## src/rtl/muldiv_sequencer.sv

```systemverilog
`default_nettype none
// +----------------------------------------------------------------------------+
// | muldiv_sequencer: iterative signed multiply (shift-add) / divide (restoring)|
// | with its own IDLE->CALC->FIX->DONE sequencer. Option: MULDIV_EARLY_TERM_EN |
// | Revision: 1.0                                                              |
// +----------------------------------------------------------------------------+
module muldiv_sequencer #(
  parameter int WIDTH = 32,
  parameter int CNT_W = 6
) (
  input  logic             clk,
  input  logic             reset,
  input  logic             mult_start,
  input  logic             div_start,
  input  logic [WIDTH-1:0] a,
  input  logic [WIDTH-1:0] b,
  output logic             busy,
  output logic             mult_ready,
  output logic             div_ready,
  output logic             div_zero,
  output logic [WIDTH-1:0] hi_result,
  output logic [WIDTH-1:0] lo_result
);

  localparam logic [CNT_W-1:0] c_last_iter = CNT_W'(WIDTH - 1);

  typedef enum logic [1:0] {
    S_IDLE = 2'd0,
    S_CALC = 2'd1,
    S_FIX  = 2'd2,
    S_DONE = 2'd3
  } state_t;

  state_t             r_state;
  logic [CNT_W-1:0]   r_cnt;
  logic               r_is_div;
  logic               r_a_neg;
  logic               r_neg_res;
  logic [WIDTH-1:0]   r_opa;      // mult: |a| multiplicand; div: dividend shifting into quotient
  logic [WIDTH-1:0]   r_opb;      // mult: |b| multiplier shifting right; div: |b| divisor
  logic [2*WIDTH-1:0] r_acc;      // mult: product; div: remainder in the low half
  logic [WIDTH-1:0]   r_hi;
  logic [WIDTH-1:0]   r_lo;
  logic               r_mult_ready;
  logic               r_div_ready;

  logic [WIDTH-1:0]   w_a_mag;
  logic [WIDTH-1:0]   w_b_mag;
  logic               w_take;
  logic [WIDTH:0]     w_msum;
  logic [2*WIDTH-1:0] w_mnext;
  logic [2*WIDTH-1:0] w_mult_acc;
  logic               w_mult_done;
  logic [WIDTH:0]     w_dtrial;
  logic [WIDTH:0]     w_ddiff;
  logic               w_qbit;
  logic [WIDTH-1:0]   w_drem;
  logic [2*WIDTH-1:0] w_prod;
  logic [WIDTH-1:0]   w_quot;
  logic [WIDTH-1:0]   w_rem;

  // The most negative operand negates to itself, which reads correctly as unsigned 2^(WIDTH-1).
  assign w_a_mag  = a[WIDTH-1] ? (-a) : a;
  assign w_b_mag  = b[WIDTH-1] ? (-b) : b;
  assign w_take   = mult_start | (div_start & (b != '0));
  assign div_zero = (r_state == S_IDLE) & div_start & ~mult_start & (b == '0);

  assign w_msum  = {1'b0, r_acc[2*WIDTH-1:WIDTH]} + (r_opb[0] ? {1'b0, r_opa} : '0);
  assign w_mnext = {w_msum, r_acc[WIDTH-1:1]};

  // Partial remainder is always below the divisor, so bit WIDTH of the difference is its sign.
  assign w_dtrial = {r_acc[WIDTH-1:0], r_opa[WIDTH-1]};
  assign w_ddiff  = w_dtrial - {1'b0, r_opb};
  assign w_qbit   = ~w_ddiff[WIDTH];
  assign w_drem   = w_qbit ? w_ddiff[WIDTH-1:0] : w_dtrial[WIDTH-1:0];

`ifdef MULDIV_EARLY_TERM_EN
  logic [CNT_W-1:0] w_shift;
  assign w_shift     = c_last_iter - r_cnt;
  assign w_mult_done = (r_opb[WIDTH-1:1] == '0);
  assign w_mult_acc  = w_mnext >> w_shift;
`else
  assign w_mult_done = (r_cnt == c_last_iter);
  assign w_mult_acc  = w_mnext;
`endif

  assign w_prod = r_neg_res ? (-r_acc) : r_acc;
  assign w_quot = r_neg_res ? (-r_opa) : r_opa;
  assign w_rem  = r_a_neg ? (-r_acc[WIDTH-1:0]) : r_acc[WIDTH-1:0];

  always_ff @(posedge clk or negedge reset) begin
    if (!reset) begin
      r_state      <= S_IDLE;
      r_cnt        <= '0;
      r_is_div     <= 1'b0;
      r_a_neg      <= 1'b0;
      r_neg_res    <= 1'b0;
      r_opa        <= '0;
      r_opb        <= '0;
      r_acc        <= '0;
      r_hi         <= '0;
      r_lo         <= '0;
      r_mult_ready <= 1'b0;
      r_div_ready  <= 1'b0;
    end else begin
      r_mult_ready <= 1'b0;
      r_div_ready  <= 1'b0;
      case (r_state)
        S_IDLE: begin
          if (w_take) begin
            r_is_div  <= ~mult_start;
            r_opa     <= w_a_mag;
            r_opb     <= w_b_mag;
            r_a_neg   <= a[WIDTH-1];
            r_neg_res <= a[WIDTH-1] ^ b[WIDTH-1];
            r_acc     <= '0;
            r_cnt     <= '0;
            r_state   <= S_CALC;
          end
        end
        S_CALC: begin
          r_cnt <= r_cnt + CNT_W'(1);
          if (r_is_div) begin
            r_acc[WIDTH-1:0] <= w_drem;
            r_opa            <= {r_opa[WIDTH-2:0], w_qbit};
            if (r_cnt == c_last_iter) r_state <= S_FIX;
          end else begin
            r_acc <= w_mult_acc;
            r_opb <= r_opb >> 1;
            if (w_mult_done) r_state <= S_FIX;
          end
        end
        S_FIX: begin
          if (r_is_div) begin
            r_hi <= w_rem;
            r_lo <= w_quot;
          end else begin
            r_hi <= w_prod[2*WIDTH-1:WIDTH];
            r_lo <= w_prod[WIDTH-1:0];
          end
          r_mult_ready <= ~r_is_div;
          r_div_ready  <= r_is_div;
          r_cnt        <= '0;
          r_state      <= S_DONE;
        end
        S_DONE:  r_state <= S_IDLE;
        default: r_state <= S_IDLE;
      endcase
    end
  end

  assign busy       = (r_state != S_IDLE);
  assign mult_ready = r_mult_ready;
  assign div_ready  = r_div_ready;
  assign hi_result  = r_hi;
  assign lo_result  = r_lo;

endmodule
`default_nettype wire

```

## config.mk

```make
export PLATFORM = sky130hd
export DESIGN_NAME = muldiv_sequencer
export DESIGN_NICKNAME = d
export VERILOG_FILES = /design/src/rtl/muldiv_sequencer.sv
export SDC_FILE = /design/constraint.sdc
export NUM_CORES = 1
export LEC_CHECK = 0
export CAP_MARGIN = 20
export CORE_AREA = 4 4 202 165
export DETAILED_ROUTE_END_ITERATION = 10
export DIE_AREA = 0 0 206 169
export GPL_TIMING_DRIVEN = 0
export PLACE_DENSITY = 0.76
export SLEW_MARGIN = 15
export SYNTH_ARGS = -nofsm -noshare
export SYNTH_HDL_FRONTEND = slang
export SYNTH_SLANG_ARGS = --single-unit
```

## constraint.sdc

```tcl
create_clock -name clk -period 3.3 [get_ports clk]
set_input_delay 0.33 -clock clk [delete_from_list [all_inputs] [get_ports clk]]
set_output_delay 0.33 -clock clk [all_outputs]
set_load 0.02 [all_outputs]
```

* After elaboration in Yosys (flattened, before gate mapping)
Cells that the tools add are included.
** Word-level totals
- Bits in registers :: 205
- Input port bits :: 68
- Word-level logic and storage cells :: 76
** Operators by class
- Add/sub/neg operators :: 8
- Equal/unequal tests :: 8
- Multiplexer cells :: 26
- Bitwise gates (word level) :: 9
- Reductions and logical operators :: 12
** Operator list (count)
- $mux W32 :: 14
- $mux W64 :: 2
- $neg A32 Y32 :: 4
- $pmux W32 S2 :: 2
- $pmux W64 S2 :: 1
- $neg A64 Y64 :: 1
- $add A32 B32 Y33 :: 1
- $sub A33 B32 Y33 :: 1
- $logic_not A32 Y1 :: 1
- $reduce_bool A32 Y1 :: 1
- $pmux W6 S3 :: 1
- $ne A2 B2 Y1 const B :: 4
- $pmux W2 S4 :: 1
- $reduce_and A2 Y1 :: 4
- $add A6 B1 Y6 const B :: 1
- $eq A6 B5 Y1 const B :: 1
- $mux W6 :: 1
- $reduce_and A3 Y1 :: 2
- $and A1 B1 Y1 :: 4
- $eq A2 B2 Y1 const B :: 2
- $mux W2 :: 2
- $reduce_bool A2 Y1 :: 2
- $not A1 Y1 :: 3
- $reduce_bool A3 Y1 :: 1
- 5 further kinds :: 6

* Longest topological paths before layout
- Word-level depth :: 5
- Mapped depth :: 14
- Gate-level depth less buffers :: 13

* Worst setup path before layout
OpenSTA, ideal clock, no wires.
- Path kind :: register to register
- Start point :: register r_acc[12]
- End point :: register r_hi[29] (netlist: hi_result[29])
- Arrival :: 3520 ps
- Setup slack :: -363 ps
- Stages on the path, launching flop included :: 11
- Period minus slack after synthesis :: 3663 ps
- Path through :: dfrtp_1 buf_6 or4_4 or4_4 or4_4 buf_6 or3_4 or4_4 o31ai_1 xor2_1 o221ai_1
** On the way
- Word-level cells in the longest chain between the ends :: 3
- Elaborated cells between the ends (all ways) :: 5
- Those cells by class :: add/sub (2); mux (3)
** Ends and longest elaborated chain
- from (decl) :: RTL line 41 : logic [2*WIDTH-1:0] r_acc;
- from (signal, indexed assignment) :: RTL line 124 : r_acc[WIDTH-1:0] <= w_drem;
- from (signal assigned) :: RTL line 128 : r_acc <= w_mult_acc;
- $neg A64 Y64 or $neg A32 Y32 (tied branches) :: RTL line 87, 89
- $mux W64 or $mux W32 (tied branches) :: RTL line 87, 89
- $mux W32 (*) :: RTL line 134 : if (r_is_div) begin
- to (signal assigned) :: RTL line 135 : r_hi <= w_rem;
- to (signal assigned) :: RTL line 138 : r_hi <= w_prod[2*WIDTH-1:WIDTH];
- to (decl) :: RTL line 42 : logic [WIDTH-1:0] r_hi;
Every way passes the cells marked *; elsewhere a longest branch is shown, timed or not.
A chain may end at the register's enable or synchronous reset.

* Final worst setup path
- Start point :: register r_acc[29]
- End point :: register r_hi[29] (netlist: hi_result[29])
Same word-level chain as after synthesis.

==> flow_metrics.py <==
metrics = {
    "run_status": {
        "status": "finished with violations",
        "violations": "setup timing",
    },
    "layout": {
        "drive_gt1_share_pct": 13.49,
        "final_net_count": 2456,
        "fill_cells": 2558,
        "fin_util_pct": 66.93,
        "design_area_mm2": 0.02089,
        "regArea_mm2": 0.005146,
        "syn_to_final_growth_pct": 25.14,
        "multi_input_area_mm2": 0.01150,
    },
    "setup_path": {
        "crit_slowest_cell": "or4_4",
        "critPathTopFamily": "simple AND/OR/NAND/NOR gates",
        "cp.arrival_ns": 4.26,
        "r2r-start": "r_acc[29]",
        "cp_common_cell": "or4_4",
        "path_cells": "or4_4 -> or4_4 -> or4_4 -> or3_4 -> or4_4 -> buf_4 -> buf_6 -> o31ai_4 -> xor2_1 -> o221ai_1",
        "criticalPathCategory": "reg2reg",
        "max_stage_delay_ns": 0.58,
        "cp_max_fo": 5,
        "r2r_slack_ns": -0.56,
        "worstPathBufferInverterCount": 2,
        "required_ns": 3.70,
        "ff2ff_path_depth": 10,
        "cp-startpoint": "r_acc[29]",
        "r2r_end": "hi_result[29]",
        "start_kind": "register",
        "crit_path_end_kind": "register",
    },
    "hold_path": {
        "hp-class": "in2async",
    },
    "sta": {
        "fmax_mhz": 259.1,
        "fin_ws_ns": -0.5599,
        "tns_ns": -4.192,
        "period_needed_ns": 3.860,
        "holdWs_ns": 0.2745,
        "finalCritPeriodShare_pct": 117.0,
        "finalSetupViolCount": 23,
        "final_max_slew_viol_count": 0,
        "finClkSkew_ns": 0.01621,
        "worstMarginPinSlew_ns": 1.067,
        "final_hold_viol_count": 0,
        "relSlewSlack_pct": 28.86,
        "rsz0062_at_grt": "true",
    },
    "grt": {
        "grt_pass1_wl_um": 91670,
        "groute.usage.overall_pct": 33.35,
        "met1_usage_pct": 50.00,
        "antenna_found_initial": 0,
        "gr-usage-met3_pct": 8.121,
        "grt_busiest_layer": "met1",
        "grt.met2_usage_pct": 48.40,
        "grt.overflow.total": 0,
        "grt_max_degree": 94,
        "grt_pass1_vias": 16013,
    },
    "synth": {
        "synth_edf_count": 0,
        "ys_ff_latch": 205,
        "yosysSeqAreaShare_pct": 30.74,
        "syn_area_per_cell_um2": 7.932,
        "yosys_warnings": 0,
        "synth_nets": 2249,
        "synth_cells": 2104,
        "synth_cell_types": 72,
        "async_reset_ff_share_pct": 100.0,
        "syn_area_mm2": 0.01669,
        "synth-main-ff-cell": "dfrtp_1",
    },
    "cts": {
        "cts_made_buffers": 24,
        "clk_latency_ns": 0.55,
        "cts_root_buf": "clkbuf_16",
        "clk_pin_slew_ns": 0.07,
        "cts_tree": "done",
        "clock_sinks": 205,
        "cts-htree-levels": 1,
        "clockBufferDepth": 3,
    },
    "routing": {
        "routed-via-count": 17200,
        "route.detailed.drc": 0,
        "drt.antenna.violating_nets": 0,
        "avgViaCountPerCell": 6.255,
        "drtPass1Iterations": 8,
        "wirelength_um": 60360,
        "routedWlPerCell_um": 21.95,
        "drt_iter0_markers": 1805,
    },
    "job": {
        "drv_cap": 0,
    },
    "floorplan": {
        "die_y_um": 169,
        "core_mm2": 0.03120,
        "io_pins": 136,
        "core.rowCount": 58,
        "fp.dieArea_mm2": 0.03481,
        "die_w_um": 206,
        "initial_core_util_pct": 53.48,
    },
    "pwr": {
        "finalPower_mw": 25.70,
        "power_leakage_nw": 8.841,
        "peakVddDrop_uv": 577.3,
        "powerDensity_mw_per_mm2": 1230,
    },
    "placement": {
        "dp_hpwl_um": 45330,
        "port_buffers": 135,
        "dpl_cell_area_mm2": 0.01867,
        "gp_congestion": 0.9940,
    },
}
-- cell type report --
type | instances | share of cell area, %
Antenna cell | 2 | 0.02396
Buffer | 126 | 2.780
Clock buffer | 38 | 3.469
Clock inverter | 5 | 0.5991
Inverter | 99 | 1.779
Multi-Input combinational cell | 1661 | 55.08
Sequential cell | 205 | 24.64
Tap cell | 420 | 2.516
Timing Repair Buffer | 194 | 9.112
-- Yosys cell counts (16+ instances only) --
| cell | instances | area (um^2) |
|---|---|---|
| dfrtp_1 | 205 | 5130 |
| or3_1 | 36 | 225.2 |
| nor3_1 | 25 | 125.1 |
| mux2_2 | 16 | 180.2 |
| and2_1 | 36 | 225.2 |
| inv_1 | 99 | 371.6 |
| nor2_1 | 135 | 506.7 |
| or4_1 | 18 | 135.1 |
| nand2b_1 | 29 | 181.4 |
| o211ai_1 | 42 | 315.3 |
| o22ai_1 | 20 | 125.1 |
| o31ai_1 | 51 | 382.9 |
| buf_1 | 18 | 67.56 |
| nand2_1 | 277 | 1040 |
| xnor2_1 | 89 | 779.5 |
| o21ai_0 | 229 | 1146 |
| nand3_1 | 25 | 125.1 |
| ha_1 | 75 | 938.4 |
| mux2i_1 | 42 | 420.4 |
| a21oi_1 | 142 | 710.7 |
| o41ai_1 | 17 | 148.9 |
| or2_2 | 19 | 118.9 |
| clkbuf_1 | 117 | 439.2 |
| xor2_1 | 140 | 1226 |
| a21o_1 | 18 | 135.1 |
-- per-stage QoR --
stage | std cells | worst slack (ns)
after floorplan | 2104 | -0.3233
after global placement | 2659 | -6.793
after CTS | 2732 | -0.6002
after global routing | 2748 | -0.5733
after detailed placement | 2661 | -2.145
final | 2750 | -0.5599
-- worst reg2reg max path: cells and delay by family, from the launching register on --
kind / cells / cell delay [ns]
DFF: 1 / 0.43
buffers and inverters: 2 / 0.28
AOI/OAI and AO/OA: 2 / 0.30
and+or+nand+nor: 5 / 2.52
xor gates and xnor gates: 1 / 0.18
-- timing repair --
item | in CTS | in global routing
resized for setup | 139 | 136
pin swaps | 34 | 39
endpoints found under the hold margin | 39 | 0
buffers inserted | 35 | 21
setup endpoints to repair | 160 | 162
hold buffers | 1 | 0
-- how the worst max path moves through the flow --
| stage | end | cells past startpoint | slack [ns] |
|---|---|---|---|
| 2_1_floorplan | hi_result[29] | 10 | -0.32 |
| 3_3_place_gp | r_opa[18] | 1 | -6.79 |
| 3_5_place_dp | r_opb[30] | 11 | -2.14 |
| 4_1_cts | hi_result[27] | 10 | -0.60 |
| 5_1_grt | hi_result[27] | 9 | -0.57 |
| 6_report | hi_result[29] | 10 | -0.56 |
-- where the power goes --
part | total (mW) | leakage (nW) | internal (mW) | switching, mW
registers | 5.19 | 2.59 | 3.70 | 1.49
clock network | 2.94 | 0.414 | 1.81 | 1.13
logic | 17.6 | 5.84 | 6.96 | 10.6
-- cell families after synthesis --
logic type	Yosys count	synth area share, %
mux	59	3.733
buf+inv	238	5.458
compound gates	623	22.98
simple gates	673	19.21
flops	205	30.74
xor+xnor	229	12.02
fa+ha+maj	77	5.863
-- sequential cells by signal (all words and copies together), names as in the netlist, 2 cells and up --
register / flops
r_state: 2
r_opa: 32
r_opb: 32
r_cnt: 6
lo_result: 32
hi_result: 32
r_acc: 64
-- placed cells by master (no fill, tap or decap), types with 46 or more instances in the layout --
cell / Yosys / layout
buf_4: 0 / 46
a21oi_1: 142 / 135
ha_1: 75 / 59
clkbuf_1: 117 / 93
inv_1: 99 / 96
xnor2_1: 89 / 84
o21ai_0: 229 / 191
clkdlybuf4s50_1: 0 / 133
dfrtp_1: 205 / 192
nor2_1: 135 / 134
xor2_1: 140 / 139
nand2_1: 277 / 267
-- metal layers --
| layer | vias to the layer above | part of all wire [%] |
|---|---|---|
| met5 | - | 0 |
| met4 | 0 | 3.0 |
| met3 | 136 | 12 |
| met2 | 937 | 42 |
| met1 | 8285 | 43 |
| li1 | 7842 | - |
(Power assumes the default switching activity.)
